--- config.mk ---
export PLATFORM = sky130hd
export DESIGN_NAME = dmem_bank
export DESIGN_NICKNAME = d
export VERILOG_FILES = /design/src/rtl/dmem_pkg.sv /design/src/rtl/dmem_init_seq.sv /design/src/rtl/dmem_bank.sv
export SDC_FILE = /design/constraint.sdc
export NUM_CORES = 2
export LEC_CHECK = 0
export CAP_MARGIN = 30
export CELL_PAD_IN_SITES_DETAIL_PLACEMENT = 0
export CELL_PAD_IN_SITES_GLOBAL_PLACEMENT = 1
export CORE_MARGIN = 2
export CORE_UTILIZATION = 48
export DETAILED_ROUTE_END_ITERATION = 6
export PLACE_DENSITY = 0.77
export SLEW_MARGIN = 30
export SYNTH_ARGS = -nofsm -noshare
export SYNTH_HDL_FRONTEND = slang
export SYNTH_SLANG_ARGS = --single-unit
--- constraint.sdc ---
create_clock -name clk -period 9.03 [get_ports clk]
set_input_delay 1.3545 -clock clk [delete_from_list [all_inputs] [get_ports clk]]
set_output_delay 1.3545 -clock clk [all_outputs]
set_load 0.1 [all_outputs]
--- src/rtl/dmem_pkg.sv ---
// Shared types, default sizing and the byte-merge helper for the data memory bank.
package dmem_pkg;

  typedef enum logic {
    INIT = 1'b0,
    RUN  = 1'b1
  } state_t;

  localparam int unsigned DMEM_DATA_W = 32;
  localparam int unsigned DMEM_DEPTH  = 128;

  // Widest word be_merge handles; callers zero-extend and truncate around it.
  localparam int unsigned MAX_W  = 512;
  localparam int unsigned MAX_BE = MAX_W / 8;

  // Byte i of the result comes from new_w where be[i]=1, else from old_w.
  function automatic logic [MAX_W-1:0] be_merge(input logic [MAX_W-1:0]  old_w,
                                                input logic [MAX_W-1:0]  new_w,
                                                input logic [MAX_BE-1:0] be);
    logic [MAX_W-1:0] r;
    r = old_w;
    for (int unsigned i = 0; i < MAX_BE; i++) begin
      if (be[i]) r[8*i +: 8] = new_w[8*i +: 8];
    end
    return r;
  endfunction

endpackage

--- src/rtl/dmem_init_seq.sv ---
// Post-reset zero-fill sequencer: walks every word index once, then enters RUN.
module dmem_init_seq
  import dmem_pkg::*;
#(
  parameter int unsigned DEPTH      = DMEM_DEPTH,
  parameter bit          INIT_CLEAR = 1'b1,
  localparam int unsigned IDX_W     = $clog2(DEPTH)
) (
  input  logic             clk,
  input  logic             resetn,
  output logic             ready,
  output logic             init_we,
  output logic [IDX_W-1:0] init_idx
);

  state_t           state;
  logic [IDX_W-1:0] cnt;

  // INIT/RUN FSM with fill counter; ready is registered and rises on the last fill write.
  always_ff @(posedge clk) begin
    if (!resetn) begin
      state <= INIT_CLEAR ? INIT : RUN;
      cnt   <= '0;
      ready <= 1'b0;
    end else begin
      case (state)
        INIT: begin
          cnt <= cnt + 1'b1;
          if (cnt == IDX_W'(DEPTH - 1)) begin
            state <= RUN;
            ready <= 1'b1;
          end
        end
        RUN: ready <= 1'b1;
      endcase
    end
  end

  // Fill write strobe and index follow the state directly.
  always_comb begin
    init_we  = (state == INIT);
    init_idx = cnt;
  end

endmodule

--- src/rtl/dmem_bank.sv ---
// Synchronous-read data memory with byte enables, write-through, range check and zero-fill.
module dmem_bank
  import dmem_pkg::*;
#(
  parameter int unsigned DATA_W     = DMEM_DATA_W,
  parameter int unsigned DEPTH      = DMEM_DEPTH,
  parameter bit          INIT_CLEAR = 1'b1
) (
  input  logic                clk,
  input  logic                resetn,
  input  logic [31:0]         addr,
  input  logic                we,
  input  logic [DATA_W/8-1:0] be,
  input  logic [DATA_W-1:0]   data,
  input  logic                clear,
  input  logic                hold,
  output logic [DATA_W-1:0]   q,
  output logic                ready,
  output logic                err
);

  localparam int unsigned IDX_W = $clog2(DEPTH);

  logic [DATA_W-1:0] mem [DEPTH];

  logic              inr;
  logic [IDX_W-1:0]  idx;
  logic [DATA_W-1:0] rd_word;
  logic [DATA_W-1:0] merged;
  logic              init_we;
  logic [IDX_W-1:0]  init_idx;

  dmem_init_seq #(
    .DEPTH      (DEPTH),
    .INIT_CLEAR (INIT_CLEAR)
  ) u_init_seq (
    .clk      (clk),
    .resetn   (resetn),
    .ready    (ready),
    .init_we  (init_we),
    .init_idx (init_idx)
  );

  // Range check on the full address, index decode and byte-merged write word.
  always_comb begin
    inr     = (addr < 32'(DEPTH));
    idx     = addr[IDX_W-1:0];
    rd_word = mem[idx];
    merged  = DATA_W'(be_merge(MAX_W'(rd_word), MAX_W'(data), MAX_BE'(be)));
  end

  // Storage write port: zero-fill while sequencing, byte-merged writes once ready.
  always_ff @(posedge clk) begin
    if (resetn) begin
      if (init_we) begin
        mem[init_idx] <= '0;
      end else if (ready && we && inr) begin
        mem[idx] <= merged;
      end
    end
  end

  // Read register and error flag; the merged word gives write-through on the same cycle.
  always_ff @(posedge clk) begin
    if (!resetn || !ready) begin
      q   <= '0;
      err <= 1'b0;
    end else begin
      err <= !inr && (we || !(clear || hold));
      if (clear)     q <= '0;
      else if (hold) q <= q;
      else if (!inr) q <= '0;
      else if (we)   q <= merged;
      else           q <= rd_word;
    end
  end

endmodule

After elaboration in Yosys (flattened, before gate mapping)

Memory sizes are Yosys's and may differ from the RTL's.
Index checks and enable logic that the tools add are counted.

Bits in registers: 42
Bits in latches: 0
Bits in writable memories: 4096
Bits in read-only memories: 0
Input bits: 73
Output and inout port bits: 34
Logic and storage cells: 43
Memories kept: 1

Add/sub/neg operators: 1
$mul: 0
Divide/modulo/power cells: 0
Order comparisons: 1
Equality and inequality tests: 2
Shift operators: 0
Mux-type cells: 20
Bitwise gates (word level): 1
Reduce and logical (&&, ||, !) cells: 12

Memory list:

| memory | words | bits a word | read ports | clocked after memory_dff | wr ports | line            | RTL |
|---|---|---|---|---|---|---|---|
| mem    | 128   | 32          | 1          | 0                        | 1        | dmem_bank.sv:24 | `logic [DATA_W-1:0] mem [DEPTH];` |

Operators by type and width:

| operator            | number |
|---|---|
| $mux 32             | 3 |
| $lt 32x8->1 const B | 1 |
| $mux 8              | 4 |
| $reduce_or 32->1    | 1 |
| $mux 1              | 11 |
| $add 7x1->7 const B | 1 |
| $eq 7x7->1 const B  | 1 |
| $mux 7              | 1 |
| $logic_not 1->1     | 4 |
| $logic_and 1x1->1   | 3 |
| $logic_or 1x1->1    | 3 |
| $ne 2x1->1 const B  | 1 |
| $pmux 1 s2          | 1 |
| $reduce_or 2->1     | 1 |
| $not 1->1           | 1 |

Logic depth before layout (Yosys ltp)

Depth in word-level cells: 8
Depth in mapped cells: 13
Gate-level depth less buffers: 7

Cells and area by module

Synthesis repeated with hierarchy kept, for this count alone.

Cells, all modules: 7363
Area, all modules: 157479.8 um^2

Modules (own cells, without submodules):

| module        | instances | cells an instance | area an instance (um^2) | sequential area each (um^2) |
|---|---|---|---|---|
| dmem_bank     | 1         | 7326              | 157079.4                | 123658.6 |
| dmem_init_seq | 1         | 37                | 400.4                   | 180.2 |

Least setup slack after synthesis

Ideal clock, no wire load.

Path kind: input-to-reg
Start point: input addr[3]
End point: memory mem[0][27] (netlist name) (data pin)
Setup time: 0.890 ns
Arrival: 6.693 ns
Required time: 8.140 ns
Slack: 1.447 ns
Cell stages on the path: 11
Buffers on the path: 4
Path through: buf_6 > or3_1 > clkbuf_1 > buf_6 > buf_6 > o22ai_1 > a211oi_1 > a22oi_1 > o211ai_1 > or4b_1 > a21oi_1

Cells in the longest elaborated chain, start to end: 8
Elaborated cells on any way between the ends: 10
Classes of those cells: order compare: 1; mux: 6; reduce/logical: 2; memory: 1

RTL lines:

| what                              | line            | RTL |
|---|---|---|
| from (decl)                       | dmem_bank.sv:11 | `input logic [31:0] addr,` |
| $lt 32x8->1                       | dmem_bank.sv:46 | `inr = (addr < 32'(DEPTH));` |
| $logic_and 1x1->1                 | dmem_bank.sv:57 | `end else if (ready && we && inr) begin` |
| $mux 1                            | dmem_bank.sv:57 |  |
| $mux 1                            | dmem_bank.sv:55 | `if (init_we) begin` |
| $mux 1                            | dmem_bank.sv:54 | `if (resetn) begin` |
| $mux 1 (not written as such)      | dmem_bank.sv:58 | `mem[idx] <= merged;` |
| $reduce_or 32->1 (no source line) | --              |  |
| $mux 32 (no source line) *        | --              |  |
| to (decl)                         | dmem_bank.sv:24 |  |

Every way passes the cells marked *; elsewhere a longest branch is shown, timed or not.

Final worst setup path

Start point: input addr[2]
End point: memory mem[68][5] (netlist name) (data pin)

The elaborated chain is that of the path after synthesis.

==> reports/qor.yml <==
status:
  status: "finished with violations"
  failed_checks: "design-rule violations"
sta:
  fmax_mhz: 160
  rsz0062_at_grt: "no"
  finalSetupTns_ns: 0
  worst_pin_slew_ns: 1.13
  period_minus_slack_ns: 6.24
  fin_skew_ns: 0.0678
  maxSlewViolCount: 0
  max_slew_margin: 0.246
  fin_crit_sh: 0.691
  timing.final.ws_setup_ns: 2.79
  setup_violations: 0
  finalHoldViolations: 0
power:
  clockPowerShare: 0.419
  power_density_nw_per_um2: 212
  seqPwrFrac: 0.543
  p_sw_frac: 0.208
  cellInternalPower_uw: 30300
  pwr-share-comb: 0.038
  peakVddDrop_uv: 154
  p_sw_uw: 7970
  p_leak_uw: 0.0577
routing:
  remaining_drc_errors: 1
  detail-route-antenna-nets: 0
  dr.pass1.iters: 7
  via_per_inst: 6.34
  num_vias: 80330
  first_iter_violations: 11366
  wire_per_inst_um: 33.1
  drt_wl_total_um: 419000
synth:
  synth.most_common_cell: "edfxtp_1"
  ys_top_cells_by_area: "edfxtp_1 78%, mux4_2 11%, mux2i_1 3.3%"
  ys_warn_count: 0
  postSynth.topFlopCell: "edfxtp_1"
  syn_area_per_cell_um2: 20.9
  synth_cell_types: 48
  syn-cell-area_um2: 158000
  ys_seq_area_frac: 0.782
  yosysTopAreaCell: "edfxtp_1"
  syn-num-nets: 7661
  synthArstFlopShare: 0
  yosysTopAreaCellShare: 0.777
  synth_common_cells: "4,096 x edfxtp_1, 768 x mux4_2, 518 x mux2i_1, 314 x nand2_1, 288 x nor2_1"
  synth_seq_cells: 4138
  synth_cells: 7587
  synth_edf_count: 4096
placed_design:
  hpwl_um: 246000
  gp_congestion: 0.887
  port_buffers: 106
  place_area_um2: 168000
  dp_cells: 11923
  dpl_worst_slack_ns: 1.71
global_routing:
  grt_pass1_vias: 79095
  grt-ovfl-total: 0
  grt_usage: 0.249
  grt_pass1_wl_um: 593000
  antenna_found_initial: 24
  grt_max_degree: 129
floorplanning:
  core-area_um2: 328000
  die_h_um: 578
  num_rows: 210
  die_x_um: 578
  io_pins: 107
  start_util: 0.483
  die_area_um2: 335000
worst_setup_path:
  arrival_ns: 6.80
  cp-startpoint: "addr[2]"
  r2r-start: "u_init_seq.ready"
  critical_path.max_fanout: 128
  r2r-end: "mem[124][9]"
  crit_family: "buffers and inverters"
  slowest_stage: "clkdlybuf4s50_1"
  r2r_slack_ns: 4.43
  required_ns: 9.59
  worst-path-stages: 10
  cp.buffers_inverters: 4
  endpoint: "mem[68][5]"
  worst_path_most_repeated_cell: "buf_4"
  critical_path.max_stage_delay_ns: 0.97
  critPathLaunchType: "primary input"
  rr_worst_depth: 7
  crit_chain: "clkdlybuf4s50_1 -> nor2b_4 -> buf_4 -> buf_4 -> a211oi_1 -> a22oi_1 -> o211ai_1 -> or4b_1 -> a21oi_4 -> buf_12"
  critPathCaptureType: "register"
  crit_type: "primary input to register"
finish:
  syn2layout_area_growth_pct: 14.2
  fin_nets: 8059
  seqCellArea_um2: 124000
  final-instance-count-excl-fill: 12664
  multi_input_comb_area_um2: 33700
  layout-drive-gt1-share: 0.223
  fin_area_um2: 181000
  fill_cells: 23801
cts:
  clkLatencyLatePin_ns: 0.94
  path_clk_slew_ns: 0.06
  ctsHoldBuffers: 0
  post_cts_resized: 0
  cts_max_level: 5
  cts_setup_buffers: 0
  numCtsBuffers: 394
  cts-root-buf: "clkbuf_16"
  cts_buffer_depth: 4
  cts_tree: "done"
  cts.sinks: 4138
job:
  maxCapViolCount: 0
hold_path:
  min_path_type: "register to register"
worst reg2reg max path, cell delays in order (launching register included):
cell      delay (ns)
dfxtp_1         0.35
nand2_1         0.13
nor3_2          0.46
and3_1          0.88
mux2i_4         0.74
nand2b_1        0.72
nor2_4          0.77
buf_16          0.24
layout make-up:
| cell class | count | share of cell area |
|---|---|---|
| Clock buffer | 473 | 0.0568 |
| Timing Repair Buffer | 450 | 0.0299 |
| Multi-Input combinational cell | 2998 | 0.186 |
| Sequential cell | 4138 | 0.685 |
| Antenna cell | 14 | 0.000194 |
| Tap cell | 4346 | 0.0301 |
| Inverter | 3 | 0.0000623 |
| Clock inverter | 242 | 0.0119 |
cell usage in the layout (no fill, tap or decap), types with 32 or more instances in the layout:
cell,n
a211oi_1,32
a21oi_1,36
a21oi_4,34
a22o_1,65
a22oi_1,223
a32oi_1,33
buf_12,53
buf_16,53
buf_4,234
clkbuf_1,73
clkbuf_16,400
clkdlybuf4s50_1,104
clkinv_1,96
clkinv_2,83
dfxtp_1,42
edfxtp_1,4096
mux2i_1,515
mux4_2,768
nand2_1,314
nand3_1,100
nor2_1,176
nor2_4,104
nor3_1,69
o22ai_1,256
or4_1,32
or4b_1,32
through the flow:
step | hold WS (ns) | total power [uW] | utilization
3_5_place_dp | 0.466 | 22700 | 0.513
3_3_place_gp | 0.464 | 22600 | 0.509
2_1_floorplan | 0.511 | 22100 | -
5_1_grt | 0.494 | 39200 | 0.552
4_1_cts | 0.481 | 38500 | 0.551
6_report | 0.482 | 38300 | 0.552
registers in the layout, indices dropped and copies added, names as in the netlist:
name and cells:
err 1, q 32, u_init_seq.ready 1, u_init_seq.state 1
u_init_seq.init_idx 7, mem 4096
cells by family after synthesis:
family | count (synthesis) | synth area share
DFF | 4138 | 0.782
adders and majority gates | 1 | 0.0000790
and+or+nand+nor | 911 | 0.0261
buffers and inverters | 451 | 0.0145
AOI/OAI and AO/OA | 792 | 0.0348
xor gates and xnor gates | 4 | 0.000221
muxes | 1290 | 0.142
worst min-delay path by stage:
stage,from,endpoint,slack [ns],cells after the start
3_5_place_dp,q[15],q[15],0.47,2
5_1_grt,q[17],q[17],0.49,2
4_1_cts,q[15],q[15],0.48,2
6_report,q[15],q[15],0.48,2
3_3_place_gp,q[11],q[11],0.46,2
2_1_floorplan,u_init_seq.init_idx[5],u_init_seq.init_idx[5],0.51,2
power by group through the flow:
stage	registers [uW]	logic [uW]	clock network, uW
floorplan	21200	863	0
finish	20800	1450	16000
global route	20800	1510	16900
detailed placement	21200	1430	0
CTS	20800	1440	16200
global placement	21200	1410	0
per-layer routing:
metal	vias to the layer above	wire length, um	track usage
met5	-	94	0
met3	731	45700	0.0623
met4	14	17900	0.0946
met1	42523	155000	0.335
met2	4530	200000	0.395
li1	32532	-	-
Note: power is estimated with default switching activity, not from simulation.
